### src/rtl/traffic_phase_scheduler.sv
// Two-way intersection phase scheduler with a pedestrian all-red walk phase.
// Sequences green/yellow/all-red/walk phases paced by the ce tick, rests in
// green while the cross direction and pedestrians are idle, and decodes the
// lamps, countdown displays and walk signal from the registered state only.
module traffic_phase_scheduler #(
  parameter int YELLOW_TIME  = 3,
  parameter int ALL_RED_TIME = 1,
  parameter int WALK_TIME    = 8,
  parameter int MIN_GREEN    = 4
) (
  input  logic       clk,
  input  logic       rst,
  input  logic       ce,
  input  logic [5:0] green_time,
  input  logic       ns_sense,
  input  logic       ew_sense,
  input  logic       ped_req,
  output logic [5:0] lights,
  output logic [6:0] time_left_ns,
  output logic [6:0] time_left_ew,
  output logic       ped_walk
);

  typedef enum logic [2:0] {
    NS_G,
    NS_Y,
    EW_G,
    EW_Y,
    ALL_RED,
    WALK
  } state_t;

  state_t     state_q, state_d;
  logic [6:0] tmr_q, tmr_d;
  logic       next_dir_q, next_dir_d;
  logic       ped_pending_q, ped_pending_d;
  logic       pend;
  logic [6:0] green_dur;

  assign pend      = ped_pending_q | ped_req;
  assign green_dur = (green_time < 6'(MIN_GREEN)) ? 7'(MIN_GREEN) : {1'b0, green_time};

  // State, countdown, direction and pedestrian latch registers.
  always_ff @(posedge clk or posedge rst) begin
    if (rst) begin
      state_q       <= ALL_RED;
      tmr_q         <= 7'(ALL_RED_TIME);
      next_dir_q    <= 1'b0;
      ped_pending_q <= 1'b0;
    end else begin
      state_q       <= state_d;
      tmr_q         <= tmr_d;
      next_dir_q    <= next_dir_d;
      ped_pending_q <= ped_pending_d;
    end
  end

  // Tick countdown and phase sequencing; the pedestrian latch ignores ce.
  always_comb begin
    state_d       = state_q;
    tmr_d         = tmr_q;
    next_dir_d    = next_dir_q;
    ped_pending_d = pend;
    if (ce) begin
      if (tmr_q > 7'd1) begin
        tmr_d = tmr_q - 7'd1;
      end else begin
        unique case (state_q)
          NS_G: begin
            if (ew_sense || pend) begin
              state_d = NS_Y;
              tmr_d   = 7'(YELLOW_TIME);
            end else begin
              tmr_d = 7'd1;
            end
          end
          EW_G: begin
            if (ns_sense || pend) begin
              state_d = EW_Y;
              tmr_d   = 7'(YELLOW_TIME);
            end else begin
              tmr_d = 7'd1;
            end
          end
          NS_Y: begin
            state_d    = ALL_RED;
            tmr_d      = 7'(ALL_RED_TIME);
            next_dir_d = 1'b1;
          end
          EW_Y: begin
            state_d    = ALL_RED;
            tmr_d      = 7'(ALL_RED_TIME);
            next_dir_d = 1'b0;
          end
          ALL_RED: begin
            if (pend) begin
              // Entering WALK serves the request, including one arriving now.
              state_d       = WALK;
              tmr_d         = 7'(WALK_TIME);
              ped_pending_d = 1'b0;
            end else begin
              state_d = next_dir_q ? EW_G : NS_G;
              tmr_d   = green_dur;
            end
          end
          WALK: begin
            state_d = next_dir_q ? EW_G : NS_G;
            tmr_d   = green_dur;
          end
          default: begin
            state_d = ALL_RED;
            tmr_d   = 7'(ALL_RED_TIME);
          end
        endcase
      end
    end
  end

  // Lamp, countdown and walk decode from registered state only.
  always_comb begin
    lights       = 6'b100100;
    time_left_ns = '0;
    time_left_ew = '0;
    ped_walk     = 1'b0;
    unique case (state_q)
      NS_G: begin
        lights       = 6'b001100;
        time_left_ns = tmr_q;
      end
      NS_Y: begin
        lights       = 6'b010100;
        time_left_ns = tmr_q;
      end
      EW_G: begin
        lights       = 6'b100001;
        time_left_ew = tmr_q;
      end
      EW_Y: begin
        lights       = 6'b100010;
        time_left_ew = tmr_q;
      end
      WALK:    ped_walk = 1'b1;
      default: lights   = 6'b100100;
    endcase
  end

endmodule

### config.mk
export PLATFORM = sky130hd
export DESIGN_NAME = traffic_phase_scheduler
export DESIGN_NICKNAME = d
export VERILOG_FILES = /design/src/rtl/traffic_phase_scheduler.sv
export SDC_FILE = /design/constraint.sdc
export NUM_CORES = 1
export LEC_CHECK = 0
export BUFFER_PORTS_ARGS = -buffer_cell sky130_fd_sc_hd__buf_4
export CELL_PAD_IN_SITES_DETAIL_PLACEMENT = 0
export CELL_PAD_IN_SITES_GLOBAL_PLACEMENT = 2
export CORE_UTILIZATION = 29
export DETAILED_ROUTE_END_ITERATION = 8
export PLACE_DENSITY_LB_ADDON = 0.1
export SLEW_MARGIN = 10
export SYNTH_ARGS = -nofsm -noshare
export SYNTH_HDL_FRONTEND = slang
export SYNTH_SLANG_ARGS = --single-unit
### constraint.sdc
create_clock -name clk -period 3.29 [get_ports clk]
set_input_delay 0.8225 -clock clk [delete_from_list [all_inputs] [get_ports clk]]
set_output_delay 0.8225 -clock clk [all_outputs]
set_load 0.03 [all_outputs]
==> impl_metrics.csv <==
group,metric,value,unit
route,drtIter0Drc,52,
clocking,clock-sinks,12,
timing,worstMarginPinSlew,514,ps
yosys,synthTopCellsByArea,"dfrtp_1 27%, nor2_1 6.5%, dfstp_2 5.7%, and2_1 4.1%, nand2b_1 3.4%",
clocking,cts_setup_buffers,0,
timing,rsz0062_at_grt,"false",
worst_setup_path,cp.arrival,1540,ps
place,place_hpwl,2070,um
yosys,ys_seq_area_share,32.9,%
timing,hold_viol,0,
route,dr.pass1.iters,4,
global_routing,overflow,0,
yosys,ys.flop_type,"dfrtp_1",
die,start_util,30.4,%
timing,drv_slew,0,
worst_setup_path,crit_path_max_fanout,9,
timing,setup_tns,0,ps
timing,final-setup-viol-count,0,
die,ios,33,
clocking,cts_tree,"yes",
cells_and_area,multi_input_comb_area,562,um^2
route,wl_per_cell,14.2,um
die,rows,20,
yosys,async_flop_share,100,%
yosys,ys_types,41,
worst_setup_path,r2r_end,"state_q[0]",
status,status,"complete, no violations",
worst_setup_path,rrSetupSlack,1170,ps
clocking,clock_path_buffers,2,
place,post-place-ws,1040,ps
clocking,h-tree-depth,1,
worst_setup_path,startpoint_type,"flip-flop",
clocking,clkTransAtPathRegs,70,ps
die,die_h,58.4,um
timing,fin_skew,4.77,ps
worst_setup_path,critPathKind,"flip-flop to output pin",
worst_setup_path,cp-startpoint,"state_q[1]",
global_routing,antenna_found_initial,0,
clocking,hold_buffers,0,
timing,max_slew_margin,65.7,%
timing,fin_ws,930,ps
route,ant_nets,0,
die,die_width,58.4,um
die,core_area,3030,um^2
yosys,avgSynthCellArea,8.30,um^2
cells_and_area,area_growth,31.3,%
place,routabilityCongestion,0.755,
global_routing,grt_first_pass_wirelength,4310,um
worst_setup_path,worstPathRequired,2470,ps
timing,max_freq,424,MHz
clocking,cts_buffers,3,
yosys,ys_warn_count,0,
die,die_area,3400,um^2
route,route.vias.total,917,
cells_and_area,drive_gt1_share,34.3,%
yosys,synth_nets,125,
worst_setup_path,cp-endpoint,"lights[1]",
yosys,synth.cells.most_frequent,"16 x nor2_1, 10 x dfrtp_1, 7 x inv_1",
worst_setup_path,worstReg2RegStart,"tmr_q[2]",
yosys,synth_edf_count,0,
place,portBuffers,32,
yosys,yosysMostFrequentCell,"nor2_1",
route,totalWireLength,2620,um
pwr,vdd.ir_drop.worst,384,uV
timing,period_needed,2360,ps
global_routing,globalRouteTotalUtil,17.6,%
worst_setup_path,rr_worst_depth,4,
hold_path,hold_class,"flip-flop to flip-flop",
route,viasPerCell,4.98,
clocking,root_buffer,"clkbuf_4",
clocking,clkLatencyLatePin,270,ps
yosys,syn-cell-area,921,um^2
yosys,synthCells,111,
pwr,cellLeakagePower,0.554,nW
cells_and_area,n_antenna_cell,0,
yosys,synth-seq-cells,12,
yosys,yosys.area.top_type,"dfrtp_1",
yosys,yosysTopAreaCellShare,27.2,%
flow_run,maxCapViolations,0,
clocking,cts.repair.resized,0,
global_routing,grt_pass1_vias,849,
route,post-route-drc-count,0,
worst_setup_path,cp-end-kind,"output pin",
cells_and_area,fin_nets,156,
timing,finalCritPeriodShare,71.7,%
global_routing,grt_max_degree,15,
cells_and_area,n_fill_cell,330,
cells_and_area,seq_area,303,um^2
pwr,power_density,979,nW/um^2
[where the power goes]
group / switching [mW] / total, mW / internal (mW) / leakage (nW)
clock: 0.0499 / 0.0922 / 0.0423 / 0.0138
sequential: 0.112 / 0.337 / 0.225 / 0.141
combinational: 0.452 / 0.754 / 0.302 / 0.399
[per-stage QoR]
step	std cells	cell area, um^2	utilization (%)	hold WS, ps	total power [mW]
finish	184	1210	39.9	530	1.18
global route	184	1210	39.9	586	1.29
CTS	184	1210	39.9	541	1.19
detailed placement	181	1190	39.2	524	1.10
global placement	181	1190	39.2	500	1.10
floorplan	111	921	-	473	0.847
[layout make-up]
cell class	count	share of cell area [%]
multi-input cells	86	46.5
flip-flops and latches	12	25.1
repair buffers	32	19.9
well taps	44	4.55
inverters	7	2.17
clock buffers	3	1.86
[critical path, cell delays in order, from the launching register on]
cell and delay, ps:
dfrtp_1 480, nor2b_1 300, inv_1 190, nor2_1 130
buf_4 170
[cell families (layout without fill, tap and decap cells)]
group	count (synthesis)	in the layout	share of synthesized area (%)
adder cells (fa/ha/maj)	2	2	2.72
AO/OA/AOI/OAI	24	24	20.0
flip-flops	12	12	32.9
AND/OR/NAND/NOR	58	58	35.6
multiplexers	2	2	2.72
buffers and inverters	13	42	6.11
[cell usage in the layout (no fill, tap or decap), types with 3 or more instances in the layout]
cell type  instances
nor3b_1            3
nand2_1            5
buf_4             32
inv_1              7
nor2_1            16
o21ai_0            4
nand2b_1           5
nor2b_1            4
nor3_1             5
clkbuf_4           3
and2_1             6
nand3_1            3
dfrtp_1           10
[worst min-delay path by stage]
stage	startpoint	endpoint	slack [ps]	cells after the start
5_1_grt	ped_pending_q	ped_pending_q	590	1
3_5_place_dp	next_dir_q	next_dir_q	520	2
3_3_place_gp	next_dir_q	next_dir_q	500	2
4_1_cts	next_dir_q	next_dir_q	540	2
2_1_floorplan	next_dir_q	next_dir_q	470	2
6_report	next_dir_q	next_dir_q	530	2
[flip-flops by register name, summed over array words and instances (netlist names)]
register / flops
next_dir_q: 1
state_q: 3
ped_pending_q: 1
tmr_q: 7
[layer usage]
layer  up-vias  global-route usage, %  wire length, um
met5         -                      0                0
met4         0                   7.14               19
met3         2                   2.86              166
met2        35                   27.4             1190
met1       427                   24.4             1240
li1        453                      -                -
Note: power is estimated with default switching activity, not from simulation.
